$ cat src/rtl/clint_timer_master.sv
// Bus initiator that keeps one hart's MTIMECMP armed: reads MTIME, writes MTIMECMP
// with hi=max/lo/hi ordering, and re-arms drift-free on every mtip.
//  state    | meaning
//  IDLE     | parked; waits for en with err clear
//  RD_HI    | read MTIME hi (h1)
//  RD_LO    | read MTIME lo
//  RD_HI2   | re-read MTIME hi; retry lo if it moved
//  WR_HMAX  | park MTIMECMP hi at all-ones
//  WR_LO    | write compare lo
//  WR_HI    | write compare hi
//  SETTLE   | ignore mtip while the CLINT output settles
//  WAIT_IRQ | armed; waits for mtip
module clint_timer_master #(
    parameter int ADDR_W     = 16,
    parameter int DATA_W     = 32,
    parameter int HART       = 0,
    parameter int MTIME_BASE = 49144,
    parameter int TIMEOUT    = 255,
    parameter int SETTLE     = 4
) (
    input  logic                clk,
    input  logic                reset,
    input  logic                en,
    input  logic [31:0]         period,
    input  logic                mtip,
    output logic                valid,
    output logic [ADDR_W-1:0]   address,
    output logic [DATA_W-1:0]   wdata,
    output logic [DATA_W/8-1:0] wstrb,
    input  logic [DATA_W-1:0]   rdata,
    input  logic                ready,
    output logic                tick,
    output logic                busy,
    output logic                err
);

    localparam int CMP_W = 2 * DATA_W;
    localparam int TMO_W = (TIMEOUT < 2) ? 1 : $clog2(TIMEOUT + 1);
    localparam int SET_W = (SETTLE < 2) ? 1 : $clog2(SETTLE + 1);

    localparam logic [ADDR_W-1:0] A_MT_LO  = ADDR_W'(MTIME_BASE);
    localparam logic [ADDR_W-1:0] A_MT_HI  = ADDR_W'(MTIME_BASE + 4);
    localparam logic [ADDR_W-1:0] A_CMP_LO = ADDR_W'(16384 + 8 * HART);
    localparam logic [ADDR_W-1:0] A_CMP_HI = ADDR_W'(16384 + 8 * HART + 4);

    typedef enum logic [3:0] {
        IDLE     = 4'd0,
        RD_HI    = 4'd1,
        RD_LO    = 4'd2,
        RD_HI2   = 4'd3,
        WR_HMAX  = 4'd4,
        WR_LO    = 4'd5,
        WR_HI    = 4'd6,
        SETTLE_S = 4'd7,
        WAIT_IRQ = 4'd8
    } state_t;

    state_t              r_state;
    state_t              w_nxt;
    logic                r_valid;
    logic [ADDR_W-1:0]   r_addr;
    logic [DATA_W-1:0]   r_wdata;
    logic [DATA_W/8-1:0] r_wstrb;
    logic [TMO_W-1:0]    r_tmo;
    logic [SET_W-1:0]    r_settle;
    logic [31:0]         r_per;
    logic [CMP_W-1:0]    r_cmp;
    logic [DATA_W-1:0]   r_h1;
    logic [DATA_W-1:0]   r_lo;
    logic                r_err;

    logic                w_is_acc;
    logic                w_done;
    logic                w_tmo;
    logic                w_issue;
    logic                w_hi_moved;
    logic                w_rearm;
    logic [ADDR_W-1:0]   w_addr;
    logic [DATA_W-1:0]   w_wdata;
    logic                w_wr;

    assign w_is_acc   = (r_state == RD_HI) || (r_state == RD_LO) || (r_state == RD_HI2) ||
                        (r_state == WR_HMAX) || (r_state == WR_LO) || (r_state == WR_HI);
    assign w_done     = w_is_acc && ready;
    assign w_tmo      = w_is_acc && !ready && (r_tmo == '0);
    assign w_hi_moved = (rdata != r_h1);
    assign w_rearm    = (r_state == WAIT_IRQ) && en && mtip;

    always_ff @(posedge clk or posedge reset) begin
        if (reset) r_state <= IDLE;
        else       r_state <= w_nxt;
    end

    always_comb begin
        w_nxt = r_state;
        case (r_state)
            IDLE:     if (en && !r_err) w_nxt = RD_HI;
            RD_HI:    if (ready) w_nxt = RD_LO;
            RD_LO:    if (ready) w_nxt = RD_HI2;
            RD_HI2:   if (ready) w_nxt = w_hi_moved ? RD_LO : WR_HMAX;
            WR_HMAX:  if (ready) w_nxt = WR_LO;
            WR_LO:    if (ready) w_nxt = WR_HI;
            WR_HI:    if (ready) w_nxt = SETTLE_S;
            SETTLE_S: begin
                if (!en)                           w_nxt = IDLE;
                else if (r_settle <= SET_W'(1))    w_nxt = WAIT_IRQ;
            end
            WAIT_IRQ: begin
                if (!en)       w_nxt = IDLE;
                else if (mtip) w_nxt = WR_HMAX;
            end
            default:  w_nxt = IDLE;
        endcase
        // a disable never aborts a bus access; it takes effect once the access completes
        if (w_done && !en) w_nxt = IDLE;
        if (w_tmo)         w_nxt = IDLE;
    end

    always_comb begin
        busy = (r_state != IDLE) && (r_state != WAIT_IRQ);
        tick = w_rearm;
    end

    assign w_issue = (w_nxt != r_state) &&
                     ((w_nxt == RD_HI) || (w_nxt == RD_LO) || (w_nxt == RD_HI2) ||
                      (w_nxt == WR_HMAX) || (w_nxt == WR_LO) || (w_nxt == WR_HI));

    always_comb begin
        w_addr  = r_addr;
        w_wdata = r_wdata;
        w_wr    = 1'b0;
        case (w_nxt)
            RD_HI, RD_HI2: w_addr = A_MT_HI;
            RD_LO:         w_addr = A_MT_LO;
            WR_HMAX: begin
                w_addr  = A_CMP_HI;
                w_wdata = '1;
                w_wr    = 1'b1;
            end
            WR_LO: begin
                w_addr  = A_CMP_LO;
                w_wdata = r_cmp[DATA_W-1:0];
                w_wr    = 1'b1;
            end
            WR_HI: begin
                w_addr  = A_CMP_HI;
                w_wdata = r_cmp[CMP_W-1:DATA_W];
                w_wr    = 1'b1;
            end
            default: ;
        endcase
    end

    always_ff @(posedge clk or posedge reset) begin
        if (reset) begin
            r_valid <= 1'b0;
            r_addr  <= '0;
            r_wdata <= '0;
            r_wstrb <= '0;
            r_tmo   <= '0;
        end else begin
            r_valid <= w_issue;
            if (w_issue) begin
                r_addr  <= w_addr;
                r_wdata <= w_wdata;
                r_wstrb <= w_wr ? '1 : '0;
                r_tmo   <= TMO_W'(TIMEOUT - 1);
            end else begin
                if (w_done) r_wstrb <= '0;
                if (w_is_acc && !ready && (r_tmo != '0)) r_tmo <= r_tmo - 1'b1;
            end
        end
    end

    always_ff @(posedge clk or posedge reset) begin
        if (reset) begin
            r_per    <= '0;
            r_cmp    <= '0;
            r_h1     <= '0;
            r_lo     <= '0;
            r_settle <= '0;
            r_err    <= 1'b0;
        end else begin
            if ((r_state == IDLE) && en && !r_err) r_per <= period;
            if (w_rearm) begin
                r_per <= period;
                r_cmp <= r_cmp + CMP_W'(r_per);
            end
            if ((r_state == RD_HI) && ready) r_h1 <= rdata;
            if ((r_state == RD_LO) && ready) r_lo <= rdata;
            if ((r_state == RD_HI2) && ready) begin
                if (w_hi_moved) r_h1  <= rdata;
                else            r_cmp <= {r_h1, r_lo} + CMP_W'(r_per);
            end
            if ((r_state == WR_HI) && ready)                 r_settle <= SET_W'(SETTLE);
            else if ((r_state == SETTLE_S) && (r_settle != '0)) r_settle <= r_settle - 1'b1;
            if (w_tmo)                           r_err <= 1'b1;
            else if ((r_state == IDLE) && !en)   r_err <= 1'b0;
        end
    end

    assign valid   = r_valid;
    assign address = r_addr;
    assign wdata   = r_wdata;
    assign wstrb   = r_wstrb;
    assign err     = r_err;

endmodule

$ cat config.mk
export PLATFORM = sky130hd
export DESIGN_NAME = clint_timer_master
export DESIGN_NICKNAME = d
export VERILOG_FILES = /design/src/rtl/clint_timer_master.sv
export SDC_FILE = /design/constraint.sdc
export NUM_CORES = 1
export LEC_CHECK = 0
export ABC_AREA = 1
export BUFFER_PORTS_ARGS = -buffer_cell sky130_fd_sc_hd__buf_2
export CAP_MARGIN = 10
export CORE_ASPECT_RATIO = 2
export CORE_MARGIN = 2
export CORE_UTILIZATION = 51
export DETAILED_ROUTE_END_ITERATION = 7
export PLACE_DENSITY = 0.67
export SETUP_SLACK_MARGIN = 0.5
export SLEW_MARGIN = 0
export SYNTH_ARGS = -nofsm -noshare
export SYNTH_HDL_FRONTEND = slang
export SYNTH_SLANG_ARGS = --single-unit
$ cat constraint.sdc
create_clock -name clk -period 19 [get_ports clk]
set_input_delay 3.8 -clock clk [delete_from_list [all_inputs] [get_ports clk]]
set_output_delay 3.8 -clock clk [all_outputs]
set_load 0.02 [all_outputs]
==> results of run 1 <==
[sequential cells by signal (all words and copies together) (netlist names)]
signal	cells
r_state	4
wstrb	1
wdata	32
r_lo	32
err	1
valid	1
r_settle	3
r_per	32
address	3
r_tmo	8
r_h1	32
r_cmp	64
[synthesized netlist by cell type, drive strengths merged (31+ instances only)]
| library cell | number |
|---|---|
| nand2 | 827 |
| inv | 304 |
| nor2 | 254 |
| dfrtp | 213 |
| nand3 | 207 |
| o21ai | 178 |
| a21oi | 123 |
| ha | 68 |
| nor3 | 52 |
| buf | 45 |
| mux2 | 44 |
| nand4 | 31 |
[critical path, delay by kind of cell]
kind	cells	cell delay (ns)
buffers and inverters	4	0.86
AND/OR/NAND/NOR	1	0.18
[cells by family (layout without fill, tap and decap cells)]
group,after synthesis,in the layout,share of synthesized area (%)
AO/OA/AOI/OAI,365,365,12.0
XOR/XNOR,38,38,2.02
adder cells (fa/ha/maj),70,70,5.42
buffers and inverters,379,481,9.38
flip-flops,213,213,32.4
multiplexers,44,44,3.01
other,1,2,0.0228
AND/OR/NAND/NOR,1408,1408,35.7
[layer usage]
| layer | wire length, microns | vias to the layer above | global-route usage, % |
|---|---|---|---|
| met5 | 0 | - | 0 |
| met4 | 7380 | 0 | 34.4 |
| met3 | 4000 | 292 | 5.43 |
| met2 | 34500 | 822 | 71.9 |
| met1 | 21800 | 8199 | 39.9 |
| li1 | - | 8327 | - |
[final cells by class]
type                            instances  area share, %
Multi-Input combinational cell       1927           52.9
Tap cell                              427           2.95
Clock inverter                         11          0.877
Sequential cell                       213           29.4
Timing Repair Buffer                  137           3.99
Clock buffer                           29           3.46
Inverter                              304           6.34
[how the worst max path moves through the flow]
| stage | slack, ns | depth (start not counted) | from | to |
|---|---|---|---|---|
| final | 10.34 | 5 | en | tick |
| after global placement | 10.37 | 5 | en | tick |
| after CTS | 10.35 | 5 | en | tick |
| after global routing | 10.29 | 5 | en | tick |
| after detailed placement | 10.36 | 5 | en | tick |
| after floorplan | 9.38 | 1 | reset | address[13] |
[power by group through the flow]
stage	Combinational [W]	Clock (W)	Sequential (W)
after CTS	0.00146	0.000483	0.000778
after global placement	0.00143	0	0.000782
final	0.00149	0.000477	0.000786
after global routing	0.00163	0.000499	0.000797
after detailed placement	0.00145	0	0.000786
after floorplan	0.000980	0	0.000749
[per-stage QoR]
step	power [W]	cells	hold slack [ns]	worst slack, ns
final	0.00275	3048	0.470	10.34
after global routing	0.00293	3048	0.502	10.29
after CTS	0.00272	3048	0.474	10.35
after detailed placement	0.00223	3008	0.458	10.36
after global placement	0.00221	3008	0.454	10.37
after floorplan	0.00173	2519	0.451	9.38
==> metrics.yaml, run 1 <==
power:
  p_leak_nw: 8.88
  clkPwrFrac_pct: 17.3
  vdd_drop_max_mv: 0.126
  switchingPower_w: 0.00142
  powerDensity_nw_per_um2: 152
  combPwrFrac_pct: 54.1
  seqPwrFrac_pct: 28.6
  switching_share_pct: 51.6
  power.internal_w: 0.00133
place:
  placed_area_sq_um: 17300
  place_congestion: 1.05
  port_buffers: 122
  dpl.hpwl_mm: 54.3
min_path:
  hold-path-endpoint: "address[14]"
  min_path_type: "reg -> reg"
  min_from: "address[14]"
  hold_depth: 2
cells_and_area:
  antenna_cells: 0
  drive_gt1_share_pct: 10.1
  n_fill_cell: 3206
  final_area_sq_um: 18100
  utilization_pct: 56.6
  seq_area_sq_um: 5330
  final_common_cell: "nand2_1"
  final_cell_mix: "819 x nand2_1, 291 x inv_1, 245 x nor2_1"
  finalNetCount: 2744
  syn_to_final_growth_pct: 10.1
  multi_input_area_sq_um: 9590
worst_setup_path:
  rr_endpoint: "r_cmp[38]"
  crit_fanout: 34
  crit_arrival_ns: 4.86
  crit_path_end_kind: "output pin"
  crit_slowest_cell: "buf_4"
  cp_common_cell: "buf_2"
  crit_path_max_incr_delay_ns: 0.41
  timing.rr.start: "r_per[29]"
  ff2ff_setup_slack_ns: 15.12
  start_kind: "primary input"
  cp.required_ns: 15.20
  path_class: "in -> out"
  crit_chain: "buf_2 > inv_1 > nor3_4 > buf_4 > buf_2"
  r2r_cells: 10
synth:
  synth.distinct_cells: 44
  async_flop_share_pct: 100
  ys_warn_count: 0
  syn_area_sq_um: 16400
  postSynthCellCount: 2518
  synth_top_area_cell: "dfrtp_1"
  ys.flop_type: "dfrtp_1"
  yosysSeqAreaShare_pct: 32.4
  yosys.area.top_type_share_pct: 32.4
  synth_edf_count: 0
  avgSynthCellArea_sq_um: 6.53
  netlist_top_cells_area: "dfrtp_1 32%, nand2_1 19%, inv_1 6.7%"
  synth_seq_cells: 213
sta:
  finClkSkew_ns: 0.0294
  final_max_slew_viol_count: 0
  min_period_ns: 8.66
  timing.slew.headroom_pct: 20.7
  rsz0062_at_grt: "false"
  fmax_mhz: 116
  period_share_pct: 45.6
  finalSetupViolCount: 0
  tightest_slew_ns: 1.18
  hold_violations: 0
  tns_ns: 0
global_routing:
  antenna_found_initial: 0
  gr-usage-all-layers_pct: 40.4
  grt-ovfl-total: 0
  first_global_vias: 17200
  grt_max_degree: 87
  grt_pass1_wl_mm: 99.9
routing:
  ant_nets: 0
  drc: 0
  drtIter0Drc: 1462
  vias_per_cell: 5.79
  wl_per_cell_microns: 22.2
  routed_wl_mm: 67.8
  route.vias.total: 17600
  dr.pass1.iters: 5
floorplan:
  core_area_sq_um: 32000
  floorplan.rows: 93
  ios: 125
  die_w_microns: 131
  start_util_pct: 51.4
  die_area_sq_um: 33800
  die_h_microns: 258
clock_network:
  postCtsSetupRepairBufs: 0
  cts_hold_buf: 0
  cts_htree_levels: 1
  worst_skew_pair.late_latency_ns: 0.56
  clkSinkCount: 213
  cts_tree: "yes"
  clk_pin_slew_ns: 0.06
  cts_buffers: 22
  max-clock-path-buffers: 3
  cts_resized: 0
  cts_root_buf: "clkbuf_16"
job:
  maxCapViolCount: 0
outcome:
  outcome: "finished, final reports clean"
No activity file was read; power rests on OpenSTA's default activity.
==> run 2, diff against run 1 <==
--- a/config.mk
+++ b/config.mk
@@ -12,7 +12,7 @@
 export CORE_MARGIN = 2
 export CORE_UTILIZATION = 51
 export DETAILED_ROUTE_END_ITERATION = 7
-export PLACE_DENSITY = 0.67
+export PLACE_DENSITY = 0.7
 export SETUP_SLACK_MARGIN = 0.5
 export SLEW_MARGIN = 0
 export SYNTH_ARGS = -nofsm -noshare
==> constraint.sdc (replaced) <==
create_clock -name clk -period 7.5 [get_ports clk]
set_input_delay 1.5 -clock clk [delete_from_list [all_inputs] [get_ports clk]]
set_output_delay 1.5 -clock clk [all_outputs]
set_load 0.02 [all_outputs]
==> run 2 against run 1 <==
  * Routed wire length shrank 0.15%
  * Power grew to 2.5 times the previous value
  * Combinational power grew to 2.5 times the previous value
  * Cell area is essentially flat
  * Critical path depth grew 13
  * Sequential cell count is the same
  * Clock power grew to 2.5 times the previous value
  * Clock-buffer cell count grew 1
  * Utilization is essentially flat
  * First-iteration DRC count shrank 4.2%
  * Worst hold slack gained 0.0058 ns
  * Largest cell class unchanged
  * Register-to-register slack lost 12 ns
==> metrics.yaml, run 2 (same netlist as run 1, synthesis figures left out) <==
sta:
  fmax_mhz: 230
  hold_violations: 0  # unchanged
  finalSetupViolCount: 0  # unchanged
  finClkSkew_ns: 0.0256  # was 0.0294 ns
  whs_ns: 0.475  # was 0.470 ns
  tightest_slew_ns: 1.14  # was 1.18 ns
  min_period_ns: 4.35
  period_share_pct: 57.9
  timing.slew.headroom_pct: 23.0  # was 20.7%
  tns_ns: 0  # unchanged
  final_max_slew_viol_count: 0  # unchanged
  rsz0062_at_grt: "false"  # unchanged
global_routing:
  grt_pass1_wl_mm: 101  # was 99.9 mm
  gr-usage-all-layers_pct: 40.3  # was 40.4%
  antenna_found_initial: 0  # unchanged
  grt-ovfl-total: 0  # unchanged
  grt_max_degree: 79  # was 87
  first_global_vias: 17700  # was 17200
worst_setup_path:
  crit_family: "simple AND/OR/NAND/NOR gates"  # was buffers and inverters
  crit_slowest_cell: "nand2_1"  # was buf_4
  crit_path_end_kind: "flip-flop"  # was output pin
  cp.required_ns: 7.95  # was 15.20 ns
  crit_chain: "buf_2 > inv_1 > nand2_1 > nand2_1 > nand2_1 > nor2_1 > nand2_1 > nor2_1 > nand3_2 > buf_4 > nand2_4 > nand2_2 > inv_2 > nand3_1 > nand2_1 > nand3_1 > nand2_1 > nand2_1"  # was buf_2 > inv_1 > nor3_4 > buf_4 > buf_2
  path_class: "in -> reg"  # was in -> out
  start_kind: "primary input"  # unchanged
  crit_path_max_incr_delay_ns: 0.83  # was 0.41 ns
  worst-path-buf-inv: 4  # unchanged
  cp_common_cell: "nand2_1"  # was buf_2
  crit_arrival_ns: 4.80  # was 4.86 ns
  crit_fanout: 78  # was 34
routing:
  dr.pass1.iters: 5  # unchanged
  drc: 0  # unchanged
  routed_wl_mm: 67.7  # was 67.8 mm
  wl_per_cell_microns: 22.2  # about the same
  vias_per_cell: 5.79  # about the same
  ant_nets: 0  # unchanged
  drtIter0Drc: 1400  # was 1462
  route.vias.total: 17700  # was 17600
cells_and_area:
  final_cell_mix: "819 x nand2_1, 291 x inv_1, 245 x nor2_1"  # unchanged
  n_fill_cell: 3231  # was 3206
  antenna_cells: 0  # unchanged
  final_common_cell: "nand2_1"  # unchanged
  finalNetCount: 2745  # was 2744
  layout.cells.non_filler: 3050  # was 3048
  largest_reg_flops: 64  # unchanged
  syn_to_final_growth_pct: 10.1  # about the same
  regMostFlops: "r_cmp"  # unchanged
  drive_gt1_share_pct: 10.2  # was 10.1%
clock_network:
  cts_tree: "yes"  # unchanged
  worst_skew_pair.late_latency_ns: 0.56  # about the same
  cts_hold_buf: 0  # unchanged
  max-clock-path-buffers: 3  # unchanged
  cts_root_buf: "clkbuf_16"  # unchanged
  clkSinkCount: 213  # unchanged
  cts_buffers: 23  # was 22
  postCtsSetupRepairBufs: 0  # unchanged
  clk_pin_slew_ns: 0.06  # about the same
  cts_htree_levels: 1  # unchanged
  cts_resized: 0  # unchanged
power:
  powerDensity_nw_per_um2: 385  # was 152 nW/um^2
  vdd_drop_max_mv: 0.274  # was 0.126 mV
  p_leak_nw: 8.88  # about the same
floorplan:
  ios: 125  # unchanged
  start_util_pct: 51.4  # unchanged
  die_area_sq_um: 33800  # unchanged
  die_w_microns: 131  # unchanged
  floorplan.rows: 93  # unchanged
  die_h_microns: 258  # unchanged
  core_area_sq_um: 32000  # unchanged
min_path:
  min_path_type: "reg -> reg"  # unchanged
outcome:
  outcome: "finished, final reports clean"  # unchanged
place:
  port_buffers: 122  # unchanged
  place_congestion: 1.11  # was 1.05
  dpl.cell_count: 3008  # unchanged
  dpl.hpwl_mm: 54.2  # was 54.3 mm
job:
  maxCapViolCount: 0  # unchanged
==> run 2: final cells by class <==
| type | count | area [sq um] | area share (%) |
|---|---|---|---|
| Clock buffer | 30 | 652 | 3.60 |
| Tap cell | 427 | 534 | 2.95 |
| Inverter | 304 | 1140 | 6.32 |
| Sequential cell | 213 | 5330 | 29.4 |
| Clock inverter | 12 | 135 | 0.746 |
| Multi-Input combinational cell | 1927 | 9590 | 53.0 |
| Timing Repair Buffer | 137 | 723 | 3.99 |
==> run 2: layer usage <==
metal,track usage (%),vias up,wire length [microns]
met1,39.2,8198,21900
met3,6.30,320,4190
met4,35.0,0,7260
met5,0,-,0
met2,71.5,805,34300
li1,-,8331,-
==> run 2: power breakdown <==
part | internal [W] | leakage [nW] | total, W | switching [W]
logic | 0.00115 | 5.86 | 0.00377 | 0.00262
registers | 0.00153 | 2.63 | 0.00199 | 0.000464
clock network | 0.000689 | 0.388 | 0.00121 | 0.000524
total | 0.00336 | 8.88 | 0.00697 | 0.00361
==> run 2: final timing paths <==
kind                        endpoint  cells after the start     start  slack [ns]
max reg2reg                 wdata[7]                     17   r_h1[0]        3.45
max in group asynchronous  wdata[23]                      3     reset        5.29
max                         wdata[7]                     18  rdata[4]        3.15
min reg2reg                 wdata[5]                      2  wdata[5]        0.48
min                         wdata[5]                      2  wdata[5]        0.48
min in group asynchronous   r_cmp[4]                      2     reset        0.93
==> run 2: worst reg2reg max path, delay by kind of cell, from the launching register on <==
family | cells | cell delay, ns
simple gates | 14 | 2.51
buf+inv | 3 | 0.87
flops | 1 | 0.55
==> run 2: metrics by stage <==
step	cell area (sq um)	power [W]	setup WS [ns]	util [%]
2_1_floorplan	16500	0.00438	3.23	-
3_3_place_gp	17300	0.00559	2.82	54.1
3_5_place_dp	17300	0.00564	2.68	54.1
4_1_cts	18100	0.00688	3.24	56.6
5_1_grt	18100	0.00743	2.82	56.6
6_report	18100	0.00697	3.15	56.6
